`config.mk`:
```
export PLATFORM = sky130hd
export DESIGN_NAME = hazard_control_unit
export DESIGN_NICKNAME = d
export VERILOG_FILES = /design/src/rtl/hazard_control_unit.sv
export SDC_FILE = /design/constraint.sdc
export NUM_CORES = 1
export LEC_CHECK = 0
export ABC_AREA = 1
export CAP_MARGIN = 15
export CORE_MARGIN = 1.5
export CORE_UTILIZATION = 30
export CTS_BUF_LIST = sky130_fd_sc_hd__clkbuf_4 sky130_fd_sc_hd__clkbuf_8
export DETAILED_ROUTE_END_ITERATION = 12
export MAX_ROUTING_LAYER = met4
export PLACE_DENSITY = 0.54
export SYNTH_ARGS = -nofsm -noshare
export SYNTH_HDL_FRONTEND = slang
export SYNTH_SLANG_ARGS = --single-unit
```
`constraint.sdc`:
```
create_clock -name clk -period 1.3 [get_ports clk]
set_input_delay 0.26 -clock clk [delete_from_list [all_inputs] [get_ports clk]]
set_output_delay 0.26 -clock clk [all_outputs]
set_load 0.02 [all_outputs]
```
`src/rtl/hazard_control_unit.sv`:
```
// Hazard control: load-use stall, memory-busy freeze and taken-branch flush for the ID stage.
// Optional macro HAZARD_R0_ZERO_EN makes r0 hardwired zero, so loads to r0 never stall.
module hazard_control_unit #(
    parameter int LOAD_STALL = 1,
    parameter int CNT_W      = 8
) (
    input  logic             clk,
    input  logic             rst_n,
    input  logic [2:0]       IF_ID_rs,
    input  logic [2:0]       IF_ID_rt,
    input  logic             IF_ID_UseRs,
    input  logic             IF_ID_UseRt,
    input  logic [2:0]       ID_EXE_rd,
    input  logic             ID_EXE_MemRd,
    input  logic             ID_EXE_RegWr,
    input  logic             branch_taken,
    input  logic             mem_busy,
    output logic             PC_Wr,
    output logic             IF_ID_Wr,
    output logic             IF_ID_Flush,
    output logic             ID_EXE_Bubble,
    output logic             Pipe_Hold,
    output logic [CNT_W-1:0] stall_count
);

    typedef enum logic [1:0] {
        RUN     = 2'd0,
        LDSTALL = 2'd1,
        FREEZE  = 2'd2
    } state_t;

    localparam logic [3:0] LD_INIT = 4'(LOAD_STALL - 1);

    state_t            state_q, state_d;
    state_t            resume_q, resume_d;
    state_t            eff_state;
    logic [3:0]        ld_cnt_q, ld_cnt_d;
    logic              pending_flush_q, pending_flush_d;
    logic [CNT_W-1:0]  stall_count_q, stall_count_d;
    logic              rd_ok;
    logic              luse;
    logic              flush;

`ifdef HAZARD_R0_ZERO_EN
    assign rd_ok = |ID_EXE_rd;
`else
    assign rd_ok = 1'b1;
`endif

    assign luse = ID_EXE_MemRd & ID_EXE_RegWr & rd_ok &
                  ((IF_ID_UseRs & (ID_EXE_rd == IF_ID_rs)) |
                   (IF_ID_UseRt & (ID_EXE_rd == IF_ID_rt)));

    assign flush = branch_taken | pending_flush_q;

    // Leaving FREEZE acts as the remembered state within the same cycle.
    assign eff_state = (state_q == FREEZE) ? resume_q : state_q;

    always_comb begin
        state_d         = state_q;
        resume_d        = resume_q;
        ld_cnt_d        = ld_cnt_q;
        pending_flush_d = pending_flush_q;
        PC_Wr           = 1'b1;
        IF_ID_Wr        = 1'b1;
        IF_ID_Flush     = 1'b0;
        ID_EXE_Bubble   = 1'b0;
        Pipe_Hold       = 1'b0;

        if (mem_busy) begin
            Pipe_Hold = 1'b1;
            PC_Wr     = 1'b0;
            IF_ID_Wr  = 1'b0;
            state_d   = FREEZE;
            resume_d  = eff_state;
            if (branch_taken) begin
                pending_flush_d = 1'b1;
            end
        end else if (flush) begin
            IF_ID_Flush     = 1'b1;
            ID_EXE_Bubble   = 1'b1;
            pending_flush_d = 1'b0;
            ld_cnt_d        = 4'd0;
            state_d         = RUN;
        end else if (eff_state == LDSTALL) begin
            PC_Wr         = 1'b0;
            IF_ID_Wr      = 1'b0;
            ID_EXE_Bubble = 1'b1;
            ld_cnt_d      = ld_cnt_q - 4'd1;
            state_d       = (ld_cnt_q <= 4'd1) ? RUN : LDSTALL;
        end else if (luse) begin
            PC_Wr         = 1'b0;
            IF_ID_Wr      = 1'b0;
            ID_EXE_Bubble = 1'b1;
            if (LOAD_STALL > 1) begin
                ld_cnt_d = LD_INIT;
                state_d  = LDSTALL;
            end else begin
                state_d  = RUN;
            end
        end else begin
            state_d = RUN;
        end
    end

    always_comb begin
        stall_count_d = stall_count_q;
        if (!PC_Wr && (stall_count_q != {CNT_W{1'b1}})) begin
            stall_count_d = stall_count_q + {{(CNT_W-1){1'b0}}, 1'b1};
        end
    end

    always_ff @(posedge clk or negedge rst_n) begin
        if (!rst_n) begin
            state_q         <= RUN;
            resume_q        <= RUN;
            ld_cnt_q        <= 4'd0;
            pending_flush_q <= 1'b0;
            stall_count_q   <= '0;
        end else begin
            state_q         <= state_d;
            resume_q        <= resume_d;
            ld_cnt_q        <= ld_cnt_d;
            pending_flush_q <= pending_flush_d;
            stall_count_q   <= stall_count_d;
        end
    end

    assign stall_count = stall_count_q;

endmodule

```
==> results.toml <==
[run_status]
outcome = "finished, violations left"
violations = "setup timing"

[timing]
timing.fmax_mhz = 581
tightest_slew_ps = 325
timing.max_slew.rel_slack_pct = 78.2
finalCriticalPeriod_ps = 1720
report.final.slew_viol_count = 0
report.final.setup_viol = 15
final.setup_skew_ps = 10.6
timing.final.ws_setup_ps = -422
finalHoldViolCount = 0
final_min_period_over_clock_period_pct = 132
worst_hold_slack_ps = 281
rsz0062_at_grt = "true"

[layout]
multiInputGateArea_um2 = 686
mostFrequentLayoutCells = "sky130_fd_sc_hd__nand2_1 (41), sky130_fd_sc_hd__buf_4 (20), sky130_fd_sc_hd__inv_1 (16)"
seqCellArea_um2 = 429
final.fill_count = 317
diodes = 0
stdcell_count = 242
finish.net_count = 217
postLayoutCoreUtil_pct = 51.5
final_common_cell = "sky130_fd_sc_hd__nand2_1"
layout-drive-gt1-share_pct = 35.7
areaGrowthSynthToFinish_pct = 62.9

[synth]
post_synthesis_instance_area_um2 = 1070
synthesized_netlist_cell_count = 142
ys_ff_latch = 17
synth-seq-area-share_pct = 39.7
syn_avg_cell_area_um2 = 7.54
yosys.cell_types.count = 23
synth-warning-count = 0
synth.net_count = 162

[power_and_ir_drop]
totalPowerFinal_mw = 1.61
power.density_cell_area_nw_per_um2 = 924
vdd.ir_drop.worst_v = 0.000346
leakagePower_nw = 0.877

[floorplanning]
rows = 21
die_area_um2 = 3940
placeableCoreArea_um2 = 3390
io-pin-count = 30
die_height_um = 62.8
die_width_um = 62.8
floorplan.initialDensity_pct = 31.6

[critical_path]
worst_path_required_ps = 1040
path_cells = "o21ai_2, nor2b_4, nand2_2, nand2_2, o21bai_4, buf_6"
cp_num_cells = 6
cp_max_fo = 3
critical_path.most_common_cell = "sky130_fd_sc_hd__nand2_2"
cp_slowest_cell = "sky130_fd_sc_hd__dfrtp_1"
critical-path-top-delay-family = "flip-flops"
critPathLaunchType = "flop"
endpoint_kind = "output pin"
worstRegToRegCells = 9
cp_num_buf_inv = 1
crit-reg2reg-launch = "resume_q[1]"
crit-reg2reg-capture = "ld_cnt_q[3]"
setup.reg_to_reg.worst_slack_ps = -320
crit_path_max_incr_delay_ps = 410
critPathArrivalTime_ps = 1460
critPathKind = "flop to output pin"

[routing]
firstDrtPassIters = 4
detail_route.wirelength_um = 2560
post-route-drc-count = 0
wl_per_cell_um = 10.6
ant_nets = 0
via_per_inst = 4.48
route.vias.total = 1084
detail_route.wirelength.met1_um = 1110
wl_met3_um = 97
top_layer = "met4"
detail_route.iter0.violations = 42
wl_met2_um = 1340

[clock_tree]
worstSkewPairLatency_ps = 290
cts_made_buffers = 3
cts.sinks = 17
cts_tree = "done"
largest_buffer_count_on_any_clock_path = 2
clk_pin_slew_worst_paths_ps = 100
number_of_levels_in_the_clock_h_tree = 1
cts_root_buf = "sky130_fd_sc_hd__clkbuf_4"

[grt]
grt_remaining_overflow = 0
grt_first_pass_wirelength_um = 4550
global_route_usage_over_all_layers_pct = 14.8
antenna_found_initial = 0
grt_max_degree = 18
first_global_vias = 1052

[place]
dp_cells = 227
placement.io_buffers = 29
globalplace.congestion = 0.771
dp_hpwl_um = 1890

[hold_path]
hold_class = "input port to asynchronous set/reset pin"

[flow_run]
maxCapViolCount = 0
## metal layers
metal	vias up	GRT usage [%]
li1	560	-
met3	2	3.78
met2	17	24.6
met5	-	-
met4	0	3.33
met1	505	18.1
## synth_stat cells (all sizes together)
cell type  instances  area, um2
nand2             49        189
inv               18       67.6
dfrtp             17        425
nor2              17       71.3
nand3              9       65.1
nand4              8       50.1
xor2               6       52.6
buf                4       37.5
o21ai              4       20.0
ha                 3       37.5
nor3               2       15.0
a21oi              1       5.00
nor2b              1       8.76
nor3b              1       12.5
o21bai             1       7.51
o22ai              1       6.26
## power breakdown
part	internal [mW]	switching, mW
clock	0.140	0.159
combinational	0.299	0.315
sequential	0.602	0.0974
total	1.04	0.571
## registers in the layout, indices dropped and copies added (netlist names)
| register | flops |
|---|---|
| stall_count | 8 |
| pending_flush_q | 1 |
| resume_q | 2 |
| ld_cnt_q | 4 |
| state_q | 2 |
## cell families (layout without fill, tap and decap cells)
family	count (synthesis)	after routing	synth area share, %
and+or+nand+nor	87	88	38.4
buffers and inverters	22	75	9.81
DFF	17	17	39.7
adders and majority gates	3	3	3.51
AOI/OAI and AO/OA	7	7	3.62
xor gates and xnor gates	6	6	4.91
## stage by stage
stage	cell area [um2]	TNS [ps]	setup slack [ps]
after detailed placement	1560	-10450	-905
after global routing	1740	-4090	-531
after floorplan	1140	-163	-80.2
after global placement	1560	-10500	-889
final	1740	-2740	-422
after CTS	1690	-2470	-423
## worst max path at each step
stage / from / end / slack (ps)
2_1_floorplan: state_q[0] / PC_Wr / -80
3_3_place_gp: ID_EXE_rd[0] / ID_EXE_Bubble / -890
3_5_place_dp: ID_EXE_rd[0] / ID_EXE_Bubble / -900
4_1_cts: resume_q[0] / IF_ID_Wr / -420
5_1_grt: resume_q[1] / ID_EXE_Bubble / -530
6_report: resume_q[1] / ID_EXE_Bubble / -420
## area by class of cell
type / instances / share of cell area (%)
clock buffers: 4 / 1.72
well taps: 46 / 3.30
inverters: 18 / 3.87
repair buffers: 53 / 27.2
flip-flops and latches: 17 / 24.6
multi-input cells: 104 / 39.3
## what timing repair did
item,CTS,global route
buffers inserted,6,4
hold buffers,0,0
cloned,1,0
pin swaps,11,10
endpoints found under the setup margin,24,23
gates resized for setup,62,21
(Power assumes the default switching activity.)
